===== config.mk =====
export PLATFORM = sky130hd
export DESIGN_NAME = stopwatch_tick_ctrl
export DESIGN_NICKNAME = d
export VERILOG_FILES = /design/src/rtl/stopwatch_pkg.sv /design/src/rtl/btn_debounce.sv /design/src/rtl/stopwatch_tick_ctrl.sv
export SDC_FILE = /design/constraint.sdc
export NUM_CORES = 1
export LEC_CHECK = 0
export ABC_AREA = 0
export CAP_MARGIN = 20
export CORE_ASPECT_RATIO = 0.6
export CORE_MARGIN = 4
export CORE_UTILIZATION = 42
export CTS_BUF_LIST = sky130_fd_sc_hd__clkbuf_4 sky130_fd_sc_hd__clkbuf_8
export DETAILED_ROUTE_END_ITERATION = 7
export GPL_TIMING_DRIVEN = 0
export PLACE_DENSITY = 0.66
export SYNTH_ARGS = -nofsm -noshare
export SYNTH_HDL_FRONTEND = slang
export SYNTH_SLANG_ARGS = --single-unit

===== constraint.sdc =====
create_clock -name clk -period 6.3 [get_ports clk]
set_clock_uncertainty 0.15 [all_clocks]
set_input_delay 1.575 -clock clk [delete_from_list [all_inputs] [get_ports clk]]
set_output_delay 1.575 -clock clk [all_outputs]
set_load 0.02 [all_outputs]

===== src/rtl/stopwatch_pkg.sv =====
// Shared types and default constants for the stopwatch control stage.
// Latency: none (declarations only).
// Backpressure: none.
package stopwatch_pkg;

    typedef enum logic [1:0] {ST_IDLE, ST_RUN, ST_PAUSE} sw_state_t;

    // Defaults for a 100 MHz clock: 1 ms tick, 200 us debounce window.
    localparam int SW_DIV        = 100000;
    localparam int SW_DEB_CYCLES = 20000;

endpackage


===== src/rtl/btn_debounce.sv =====
// Button conditioner: 2-FF synchronizer, stability counter, rising-edge press pulse.
// Latency: level/press change DEB_CYCLES+2 cycles after a stable raw change.
// Backpressure: none; press is a one-cycle pulse per accepted rising level.
module btn_debounce
    import stopwatch_pkg::*;
#(
    parameter int DEB_CYCLES = SW_DEB_CYCLES
) (
    input  logic clk,
    input  logic reset,
    input  logic raw,
    output logic level,
    output logic press
);

    localparam int CW = (DEB_CYCLES > 1) ? $clog2(DEB_CYCLES) : 1;
    localparam logic [CW-1:0] CNT_LAST = CW'(DEB_CYCLES - 1);

    logic          sync1_q;
    logic          sync2_q;
    logic          level_q;
    logic          press_q;
    logic [CW-1:0] cnt_q;

    // Synchronize, then count consecutive samples that disagree with the accepted level.
    always_ff @(posedge clk) begin
        if (reset) begin
            sync1_q <= 1'b0;
            sync2_q <= 1'b0;
            level_q <= 1'b0;
            press_q <= 1'b0;
            cnt_q   <= '0;
        end else begin
            sync1_q <= raw;
            sync2_q <= sync1_q;
            press_q <= 1'b0;
            if (sync2_q == level_q) begin
                // Any agreeing sample breaks the run, so the window restarts.
                cnt_q <= '0;
            end else if (cnt_q == CNT_LAST) begin
                level_q <= sync2_q;
                press_q <= sync2_q;
                cnt_q   <= '0;
            end else begin
                cnt_q <= cnt_q + 1'b1;
            end
        end
    end

    assign level = level_q;
    assign press = press_q;

endmodule


===== src/rtl/stopwatch_tick_ctrl.sv =====
// Stopwatch control: debounced buttons, IDLE/RUN/PAUSE FSM, tick prescaler, clear pulse.
// Latency: FSM moves one cycle after a press; outputs are registered.
// Backpressure: none. Optional lap-hold feature under macro STOPWATCH_LAP_HOLD_EN.
module stopwatch_tick_ctrl
    import stopwatch_pkg::*;
#(
    parameter int DIV        = SW_DIV,
    parameter int DEB_CYCLES = SW_DEB_CYCLES
) (
    input  logic clk,
    input  logic reset,
    input  logic btn_start,
    input  logic btn_clear,
    input  logic btn_lap,
    output logic tick,
    output logic clear_cnt,
    output logic running,
    output logic lap_hold
);

    localparam int PW = (DIV > 1) ? $clog2(DIV) : 1;
    localparam logic [PW-1:0] PRE_LAST = PW'(DIV - 1);

    logic          start_press;
    logic          clear_press;
    logic          unused_start_level;
    logic          unused_clear_level;

    sw_state_t     state_q, state_d;
    logic [PW-1:0] pre_q, pre_d;
    logic          clr_d;
    logic          tick_q;
    logic          clear_q;
    logic          running_q;

    btn_debounce #(.DEB_CYCLES(DEB_CYCLES)) u_deb_start (
        .clk   (clk),
        .reset (reset),
        .raw   (btn_start),
        .level (unused_start_level),
        .press (start_press)
    );

    btn_debounce #(.DEB_CYCLES(DEB_CYCLES)) u_deb_clear (
        .clk   (clk),
        .reset (reset),
        .raw   (btn_clear),
        .level (unused_clear_level),
        .press (clear_press)
    );

    // Next state and prescaler; clear has priority over start outside RUN.
    always_comb begin
        state_d = state_q;
        pre_d   = pre_q;
        clr_d   = 1'b0;
        if (state_q == ST_RUN) begin
            pre_d = (pre_q == PRE_LAST) ? '0 : pre_q + 1'b1;
        end
        case (state_q)
            ST_RUN: begin
                if (start_press) begin
                    state_d = ST_PAUSE;
                end
            end
            ST_IDLE, ST_PAUSE: begin
                if (clear_press) begin
                    state_d = ST_IDLE;
                    clr_d   = 1'b1;
                end else if (start_press) begin
                    state_d = ST_RUN;
                end
            end
            default: state_d = ST_IDLE;
        endcase
        if (state_d == ST_IDLE) begin
            pre_d = '0;
        end
    end

    // State, prescaler and registered outputs; tick is looked ahead so it coincides with count DIV-1.
    always_ff @(posedge clk) begin
        if (reset) begin
            state_q   <= ST_IDLE;
            pre_q     <= '0;
            tick_q    <= 1'b0;
            clear_q   <= 1'b0;
            running_q <= 1'b0;
        end else begin
            state_q   <= state_d;
            pre_q     <= pre_d;
            tick_q    <= (state_d == ST_RUN) && (pre_d == PRE_LAST);
            clear_q   <= clr_d;
            running_q <= (state_d == ST_RUN);
        end
    end

    assign tick      = tick_q;
    assign clear_cnt = clear_q;
    assign running   = running_q;

`ifdef STOPWATCH_LAP_HOLD_EN
    logic lap_press;
    logic unused_lap_level;
    logic lap_q, lap_d;

    btn_debounce #(.DEB_CYCLES(DEB_CYCLES)) u_deb_lap (
        .clk   (clk),
        .reset (reset),
        .raw   (btn_lap),
        .level (unused_lap_level),
        .press (lap_press)
    );

    // Lap toggles only while running; returning to IDLE drops the freeze.
    always_comb begin
        lap_d = lap_q;
        if ((state_q == ST_RUN) && lap_press) begin
            lap_d = ~lap_q;
        end
        if (state_d == ST_IDLE) begin
            lap_d = 1'b0;
        end
    end

    // Lap-hold register.
    always_ff @(posedge clk) begin
        if (reset) begin
            lap_q <= 1'b0;
        end else begin
            lap_q <= lap_d;
        end
    end

    assign lap_hold = lap_q;
`else
    logic unused_lap;
    assign unused_lap = btn_lap;
    assign lap_hold   = 1'b0;
`endif

endmodule


### Yosys cells after proc, flatten, opt, wreduce, memory -nomap -nowiden

Cells that the tools add are included.

* output and inout port bits: 4
* bits in registers: 60
* input port bits: 5
* word-level logic and storage cells: 51

* add/sub/neg operators: 3
* bitwise gates (word level): 5
* reduce and logical (&&, ||, !) cells: 11
* muxes and demuxes: 8
* equal/unequal tests: 9

Operator list (number)
* 17-bit 2-to-1 mux: 3
* 17-bit equality test (second input constant): 2
* 15-bit by 1-bit adder with 15-bit output (second input constant): 2
* 15-bit equality test (second input constant): 2
* 17-bit by 1-bit adder with 17-bit output (second input constant): 1
* 3-bit OR reduction: 4
* 2-bit 2-to-1 mux: 3
* 1-bit inverter: 5
* 2-bit by 1-bit equality test with 1-bit output (second input constant): 2
* 2-bit logical NOT: 2
* 2-bit one-hot mux with 2 select lines: 1
* 2-bit AND reduction: 2
* 2-bit OR reduction: 2
* 1-bit equality test: 2
* 2-bit equality test (second input constant): 1
* 1-bit logical AND: 1
* 1-bit 2-to-1 mux: 1

### Longest topological paths before layout

Gate-level depths: netlist of the first run.

* word-level depth: 7
* depth in mapped cells: 7
* gate-level depth less buffers: 6

### Modules after synthesis

From an unflattened synthesis of the first run, not the netlist that was laid out.

* cells, all modules: 300
* area, all modules: 2698.8 um2

Modules (own cells, without submodules)
* btn_debounce: seq. area each 380.4 um2, instances 2, area each 810.8 um2, cells each 89
* stopwatch_tick_ctrl: seq. area each 440.4 um2, instances 1, area each 1077.3 um2, cells each 122

### Worst setup path after synthesis of the first run

No wires, ideal clock.

* path kind: input-to-reg
* from: input reset
* to: register u_deb_start.cnt_q[10]
* path slack: 3.842 ns
* setup time: 0.128 ns
* buffers on the path: 1
* required time: 6.022 ns
* stages on the path: 4
* data arrival time: 2.180 ns
* path through: nand2b_1 nand2b_1 clkbuf_1 nor2_1

* cells in the longest elaborated chain, start to end: 1

Ends and longest elaborated chain
* from (decl): RTL line stopwatch_tick_ctrl.sv:11 `input logic reset,`
* 3-bit OR reduction (no line)
* to (signal assigned): RTL line btn_debounce.sv:45 `cnt_q <= cnt_q + 1'b1;`
* to (decl): RTL line btn_debounce.sv:23 `logic [CW-1:0] cnt_q;`

No other way between the ends.
A chain may end at the register's enable or synchronous reset.

### Worst setup path in the final report of the first run

* from: input reset
* to: register u_deb_start.cnt_q[6]

The elaborated chain is that of the path after synthesis.

==> impl_summary.log, run 1 <==
INFO  metric run_status = finished, final reports clean
INFO  metric synthFlopType = dfxtp_1
INFO  metric drcViolationCount = 0
INFO  metric synth_seq_area_share = 43.3%
INFO  metric placement.setup.worst_slack = between 2000 and 3000 ps
INFO  metric final_max_slew_viol_count = 0
INFO  metric final-setup-viol-count = 0
INFO  metric first_global_vias = 1,906
INFO  metric endpoint_kind = register
INFO  metric rsz0062_at_grt = no
INFO  metric drv_cap = 0
INFO  metric grt.met2_usage = 18.3%
INFO  metric power-per-cell-area = between 200 and 300 nW/um^2
INFO  metric stdcell_count = 420
INFO  metric port-buffer-count = 6
INFO  metric timing.critical_path.from_type = input pin
INFO  metric syn_inst = 314
INFO  metric ioPinCount = 9
INFO  metric initial_core_util = between 40% and 50%
INFO  metric grt_overflow = 0
INFO  metric numClockSinks = 60
INFO  metric ff2ff_setup_slack = around 4000 ps
INFO  metric cts_htree_levels = 3
INFO  metric placeable_core_region = 6250 sq um
INFO  metric syn_avg_cell_area = 8.83 sq um
INFO  metric required = 6370 ps
INFO  metric nets = 339
INFO  metric netlist.top_cell.by_area = dfxtp_1
INFO  metric placement.cell_area = 2940 sq um
INFO  metric slew_margin_rel = 67.1%
INFO  metric power.leakage = just over 1 nW
INFO  metric busiest_layer_in_global_routing = met1
INFO  metric ys_seq_elements = 60
INFO  metric routed_wl = 5410 um
INFO  metric grt_max_degree = 11
INFO  metric worst-slew-pin-transition = slightly below 500 ps
INFO  metric cts.hold.buffers_added = 0
INFO  metric number_of_drc_violations_after_detailed_routing_iteration_0 = between 150 and 200
INFO  metric setup_tns_final = 0 ps
INFO  metric worst_hold_path.endpoint = u_deb_start.sync2_q
INFO  metric wl_per_cell = 12.9 um
INFO  metric layout.filler_cells = 590
INFO  metric clock_tree_from_tritoncts = done
INFO  metric clk_latency = between 300 and 400 ps
INFO  metric groute.layer.met1.usage = about 22%
INFO  metric asyncSetResetFlopFracSynth = 0%
INFO  metric grt_use_met3 = 6.58%
INFO  metric final_layout_size_suffix_gt1_share = 8.33%
INFO  metric detailed_place_hpwl = 3870 um
INFO  metric syn-num-nets = 322
INFO  metric fmaxAchievable = 333 MHz
INFO  metric yosysWarningCount = 0
INFO  metric route.antenna.remaining_nets = 0
INFO  metric post-route-min-period = 3000 ps
INFO  metric rows = 22
INFO  metric final_area = 3170 sq um
INFO  metric cts_buffer_depth = 2
INFO  metric whs = 288 ps
INFO  metric holdPathStages = 1
INFO  metric grtUsageTotal = between 10 and 15%
INFO  metric synthDistinctLibCells = 47
INFO  metric synthTopCellsByArea = dfxtp_1 43%, nor2_1 8.1%, xor2_1 7.3%
INFO  metric post-layout-total-power = 794 uW
INFO  metric detailedRoute.firstPassIterationCount = 4
INFO  metric area_growth = 14.4%
INFO  metric design.die.area = 8010 sq um
INFO  metric crit-reg2reg-capture = pre_q[12]
INFO  metric cts_setup_buffers = 0
INFO  metric finalCoreUtilization = 50.8%
INFO  metric die_h = 71.0 um
INFO  metric post_synth_edffs = 0
INFO  metric tritoncts_buffers = 9
INFO  metric finalHoldViolations = 0
INFO  metric criticalPathCategory = in2reg
INFO  metric crit-reg2reg-launch = pre_q[0]
INFO  metric cp.arrival = 3070 ps
INFO  metric total_instance_count_after_detailed_placement = about 400
INFO  metric r2r_cells = 6
INFO  metric hold_path.startpoint = u_deb_start.sync1_q
INFO  metric gp_routability_congestion = 0.848
INFO  metric worst_ir_drop_vdd = roughly 0.14 mV
INFO  metric synth.cell_area = 2770 sq um
INFO  metric antenna_violations_before_repair = 0
INFO  metric diodes = 0
INFO  metric cts_resized = 0
INFO  metric clock_edge_transition_at_the_registers_on_the_reported_setup_and_hold_paths = 70 ps
INFO  metric cts.root.buffer_cell = clkbuf_8
INFO  metric fin_crit_sh = between 40% and 50%
INFO  metric hold_class = reg2reg
INFO  metric viasPerCell = 5.15
INFO  metric dr_total_vias = ~2,200
INFO  metric worst_slack = 3300 ps
INFO  metric grt_pass1_wl = between 9000 and 10,000 um
INFO  metric netlist.area_leader.share = 43.3%
INFO  metric critical_path_peak_fanout = 10
INFO  metric fp.dieW = 113 um
## worst max-delay path, stage by stage
cell and delay, ps:
clkdlybuf4s50_1 650, nand2b_1 190, nand2b_1 180, clkbuf_1 370
nor2_1 100
## kinds of logic (layout without fill, tap and decap cells)
kind of cell,after synthesis,count (layout),share of synthesized area [%]
simple gates,163,163,31.9
buf+inv,21,43,3.34
compound gates,18,18,4.51
fa+ha+maj,3,3,1.35
other cells,1,1,0.135
xor+xnor,43,43,13.6
mux,5,5,1.85
flops,60,60,43.3
## how the worst max path moves through the flow
stage	from	endpoint	slack, ps	cells after the start
finish	reset	u_deb_start.cnt_q[6]	3300	5
detailed placement	reset	u_deb_start.cnt_q[11]	2920	5
global placement	reset	u_deb_start.cnt_q[13]	2940	5
floorplan	reset	u_deb_start.cnt_q[10]	3840	4
global route	reset	u_deb_start.cnt_q[10]	3150	5
CTS	reset	u_deb_start.cnt_q[11]	3280	5
## state kept, by name (all words and copies together), names as in the netlist
name	cells
tick	1
u_deb_start.sync2_q	1
u_deb_start.press	1
u_deb_start.cnt_q	15
pre_q	17
u_deb_clear.press	1
running	1
clear_cnt	1
u_deb_clear.level	1
u_deb_clear.cnt_q	15
u_deb_start.sync1_q	1
u_deb_clear.sync2_q	1
u_deb_start.level	1
u_deb_clear.sync1_q	1
state_q	2
## final cells by class
type	instances	area (sq um)	area share [%]
clock inverter	4	70.1	2.21
multi-input combinational	233	1480	46.6
tap	84	105	3.31
inverter	8	30.0	0.946
sequential	60	1200	37.8
clock buffer	12	165	5.20
timing repair buffer	6	60.1	1.89
buffer	13	62.6	1.97
## synth_stat cells (all sizes together) (4+ instances only)
| master | instances |
|---|---|
| nand3 | 16 |
| and4 | 6 |
| nor2b | 6 |
| buf | 4 |
| nor2 | 60 |
| nor3 | 8 |
| nand2 | 19 |
| a21oi | 5 |
| dfxtp | 60 |
| o21ai | 4 |
| clkbuf | 9 |
| inv | 8 |
| xnor2 | 20 |
| nand4 | 15 |
| xor2 | 23 |
| mux2i | 4 |
| and3 | 4 |
| nor4 | 5 |
| nand3b | 5 |
## metal layers
metal | part of all wire (%) | up-vias
met4 | 0 | 0
met1 | 57 | 1011
met2 | 38 | 40
met5 | 0 | -
met3 | 4.9 | 0
li1 | - | 1112
## where the power goes
part | total, mW | internal, mW | leakage, nW | switching, mW
Sequential | 0.382 | 0.381 | 0.484 | 0.000922
Clock | 0.404 | 0.254 | 0.122 | 0.150
Combinational | 0.00839 | 0.00376 | 0.429 | 0.00463
## cell usage in the layout, fill, tap and decap left out, types with 2 or more instances in the layout
master,count
ha_1,3
nor3_1,8
or2_2,2
a21oi_1,5
clkinv_2,2
a211o_1,2
nand2b_1,3
o21ai_0,4
nand4b_1,2
nor4b_1,3
clkdlybuf4s50_1,6
xnor2_1,20
nor2_1,60
and4_1,6
nor4_1,3
and3_1,4
clkbuf_1,9
a31oi_1,2
nor2b_1,6
buf_2,2
dfxtp_1,60
nand3_1,16
nor4bb_1,2
nand2_1,19
mux2i_1,4
xor2_1,23
inv_1,8
nand4_1,14
nand3b_1,4
bufinv_16,2
clkbuf_8,12
Note: power is estimated with default switching activity, not from simulation.
==> run 2: changes to the inputs <==
Clock period 6.3 ns to 3.1 ns, I/O delays scaled along.
==> results of run 2 <==
The final DEF is identical to that of run 1. Status: finished, final reports clean.
Main changes from that run: setup slack after placement 2920 ps -> 517 ps; setup slack after layout 3300 ps -> 804 ps; start point of the critical path reset -> pre_q[0]; end point of the critical path u_deb_start.cnt_q[6] -> pre_q[12]; register-to-register setup slack 4000 ps -> 800 ps; total power 0.794 mW -> 1.61 mW; worst IR drop on VDD 0.140 mV -> 0.284 mV
==> run 3: changes to the inputs <==
Clock period 3.1 ns to 2.4 ns, I/O delays scaled along.
==> impl_summary.log, run 3 (synthesis results as in run 1) <==
INFO  metric power.leakage = 1.04 nW (about the same)
INFO  metric final-setup-viol-count = 0 (unchanged)
INFO  metric cts.hold.buffers_added = 0 (unchanged)
INFO  metric r2r_cells = 6 (unchanged)
INFO  metric power.switching_fraction = 19.6% (about the same)
INFO  metric tritoncts_buffers = 9 (unchanged)
INFO  metric holdPathStages = 1 (unchanged)
INFO  metric clock_tree_from_tritoncts = done (unchanged)
INFO  metric routed_wl = 5390 um (was 5410 um)
INFO  metric fp.dieW = 113 um (unchanged)
INFO  metric grt_max_degree = 11 (unchanged)
INFO  metric worst-slew-pin-transition = 494 ps (was 489 ps)
INFO  metric initial_core_util = 44.4% (unchanged)
INFO  metric final_max_slew_viol_count = 0 (unchanged)
INFO  metric diodes = 0 (unchanged)
INFO  metric power.combinational.fraction = 1.1% (about the same)
INFO  metric finalCoreUtilization = 50.8% (about the same)
INFO  metric area_growth = 14.5% (was 14.4%)
INFO  metric timing.critical_path.from_type = register (unchanged)
INFO  metric final_layout_size_suffix_gt1_share = 8.63% (was 8.33%)
INFO  metric criticalPathCategory = reg2reg (unchanged)
INFO  metric internal_power = 1.68 mW (was 1.30 mW)
INFO  metric rows = 22 (unchanged)
INFO  metric clock_power_share = 50.9% (about the same)
INFO  metric ff2ff_setup_slack = 150 ps (was 800 ps)
INFO  metric fin_crit_sh = 93.8% (was 74.1%)
INFO  metric cts_resized = 0 (unchanged)
INFO  metric wl_per_cell = 12.8 um (was 12.9 um)
INFO  metric cts_setup_buffers = 0 (unchanged)
INFO  metric endpoint_kind = register (unchanged)
INFO  metric worst_hold_path.endpoint = u_deb_start.sync2_q (unchanged)
INFO  metric required = 2490 ps (was 3160 ps)
INFO  metric drv_cap = 0 (unchanged)
INFO  metric share_seq_of_total_power = 48.1% (about the same)
INFO  metric number_of_drc_violations_after_detailed_routing_iteration_0 = 168 (unchanged)
INFO  metric placement.cell_area = 2940 sq um (unchanged)
INFO  metric critical_path_peak_fanout = 5 (was 10)
INFO  metric grt_overflow = 0 (unchanged)
INFO  metric post-route-min-period = 2250 ps (was 2300 ps)
INFO  metric whs = 288 ps (about the same)
INFO  metric crit_path_top_delay_cell = nor4_4 (was dfxtp_1)
INFO  metric placeable_core_region = 6250 sq um (unchanged)
INFO  metric nets = 339 (unchanged)
INFO  metric cts_htree_levels = 3 (unchanged)
INFO  metric ioPinCount = 9 (unchanged)
INFO  metric dr_total_vias = 2,153 (was 2,163)
INFO  metric final_area = 3180 sq um (was 3170 sq um)
INFO  metric die_h = 71.0 um (unchanged)
INFO  metric first_global_vias = 1,906 (unchanged)
INFO  metric p_switching = 410 uW (was 317 uW)
INFO  metric detailed_place_hpwl = 3870 um (unchanged)
INFO  metric route.antenna.remaining_nets = 0 (unchanged)
INFO  metric antenna_violations_before_repair = 0 (unchanged)
INFO  metric crit_path_cell_trace = ha_1, nand4b_1, nor4_4, mux2i_1, a31oi_1, and4_1 (was ha_1, and4b_1, and4_1, a211o_1, clkbuf_1, nor2_1)
INFO  metric cp_slowest_stage_delay = 500 ps (was 420 ps)
INFO  metric grtUsageTotal = 14.7% (unchanged)
INFO  metric clk_latency = 340 ps (about the same)
INFO  metric design.die.area = 8010 sq um (unchanged)
INFO  metric fmaxAchievable = 444 MHz (was 436 MHz)
INFO  metric run_status = finished, final reports clean (unchanged)
INFO  metric worst_ir_drop_vdd = 0.366 mV (was 0.284 mV)
INFO  metric detailedRoute.firstPassIterationCount = 4 (unchanged)
INFO  metric largest_register = pre_q (unchanged)
INFO  metric hold_path.startpoint = u_deb_start.sync1_q (unchanged)
INFO  metric slew_margin_rel = 66.8% (was 67.1%)
INFO  metric hold_class = reg2reg (unchanged)
INFO  metric power-per-cell-area = 657 nW/um^2 (was 508 nW/um^2)
INFO  metric most_frequent_cells_in_the_layout = 60 x nor2_1, 60 x dfxtp_1, 23 x xor2_1 (unchanged)
INFO  metric largest_register_ffs = 17 (unchanged)
INFO  metric clock_edge_transition_at_the_registers_on_the_reported_setup_and_hold_paths = 70 ps (about the same)
INFO  metric crit-reg2reg-capture = tick (was pre_q[12])
INFO  metric drcViolationCount = 0 (unchanged)
INFO  metric cp.arrival = 2340 ps (was 2360 ps)
INFO  metric finalHoldViolations = 0 (unchanged)
INFO  metric crit-reg2reg-launch = pre_q[0] (unchanged)
INFO  metric rsz0062_at_grt = no (unchanged)
INFO  metric top_regs = pre_q x17, u_deb_clear.cnt_q x15, u_deb_start.cnt_q x15 (unchanged)
INFO  metric cts.root.buffer_cell = clkbuf_8 (unchanged)
INFO  metric cts_buffer_depth = 2 (unchanged)
INFO  metric grt_pass1_wl = 9230 um (unchanged)
INFO  metric numClockSinks = 60 (unchanged)
INFO  metric viasPerCell = 5.13 (was 5.15)
INFO  metric port-buffer-count = 6 (unchanged)
INFO  metric gp_routability_congestion = 0.848 (unchanged)
==> run 3: cell type report <==
type,instances,area [sq um]
Fill cell,590,3070
Multi-Input combinational cell,233,1480
Sequential cell,60,1200
Clock buffer,12,165
Tap cell,84,105
Clock inverter,4,70.1
Buffer,13,63.8
Timing Repair Buffer,6,60.1
Inverter,8,30.0
==> run 3: through the flow <==
| step | std cells | power [mW] | setup TNS [ps] | worst slack, ps |
|---|---|---|---|---|
| finish | 420 | 2.09 | 0 | 149 |
| global route | 420 | 2.16 | 0 | 21.1 |
| CTS | 420 | 2.11 | 0 | 125 |
| detailed placement | 404 | 1.05 | -8.80 | -7.54 |
| global placement | 404 | 1.05 | 0 | 19.4 |
| floorplan | 314 | 1.04 | 0 | 421 |
==> run 3: routing by layer <==
metal,track usage (%),vias to the layer above,part of all wire [%]
li1,-,1113,-
met1,21.9,996,56
met2,18.3,44,38
met3,6.58,0,5.7
met4,5.20,0,0
met5,0,-,0
==> run 3: power groups by stage <==
stage	Sequential (mW)	Clock [mW]	Combinational, mW
global route	1.00	1.14	0.0247
CTS	1.00	1.09	0.0225
floorplan	1.02	0	0.0127
finish	1.00	1.06	0.0220
global placement	1.02	0	0.0218
detailed placement	1.02	0	0.0223
==> run 3: worst max-delay path by stage <==
stage | slack, ps | endpoint | startpoint
2_1_floorplan | 420 | tick | pre_q[0]
3_3_place_gp | 20 | u_deb_start.cnt_q[13] | reset
3_5_place_dp | -8 | u_deb_start.cnt_q[11] | reset
4_1_cts | 130 | pre_q[1] | pre_q[0]
5_1_grt | 20 | tick | pre_q[0]
6_report | 150 | tick | pre_q[0]
==> run 3: worst max-delay path: cells and delay by family, from the launching register on <==
kind                       cells  cell delay (ps)
muxes                          1              290
and+or+nand+nor                3              950
AOI/OAI and AO/OA              1              110
DFF                            1              420
adders and majority gates      1              230
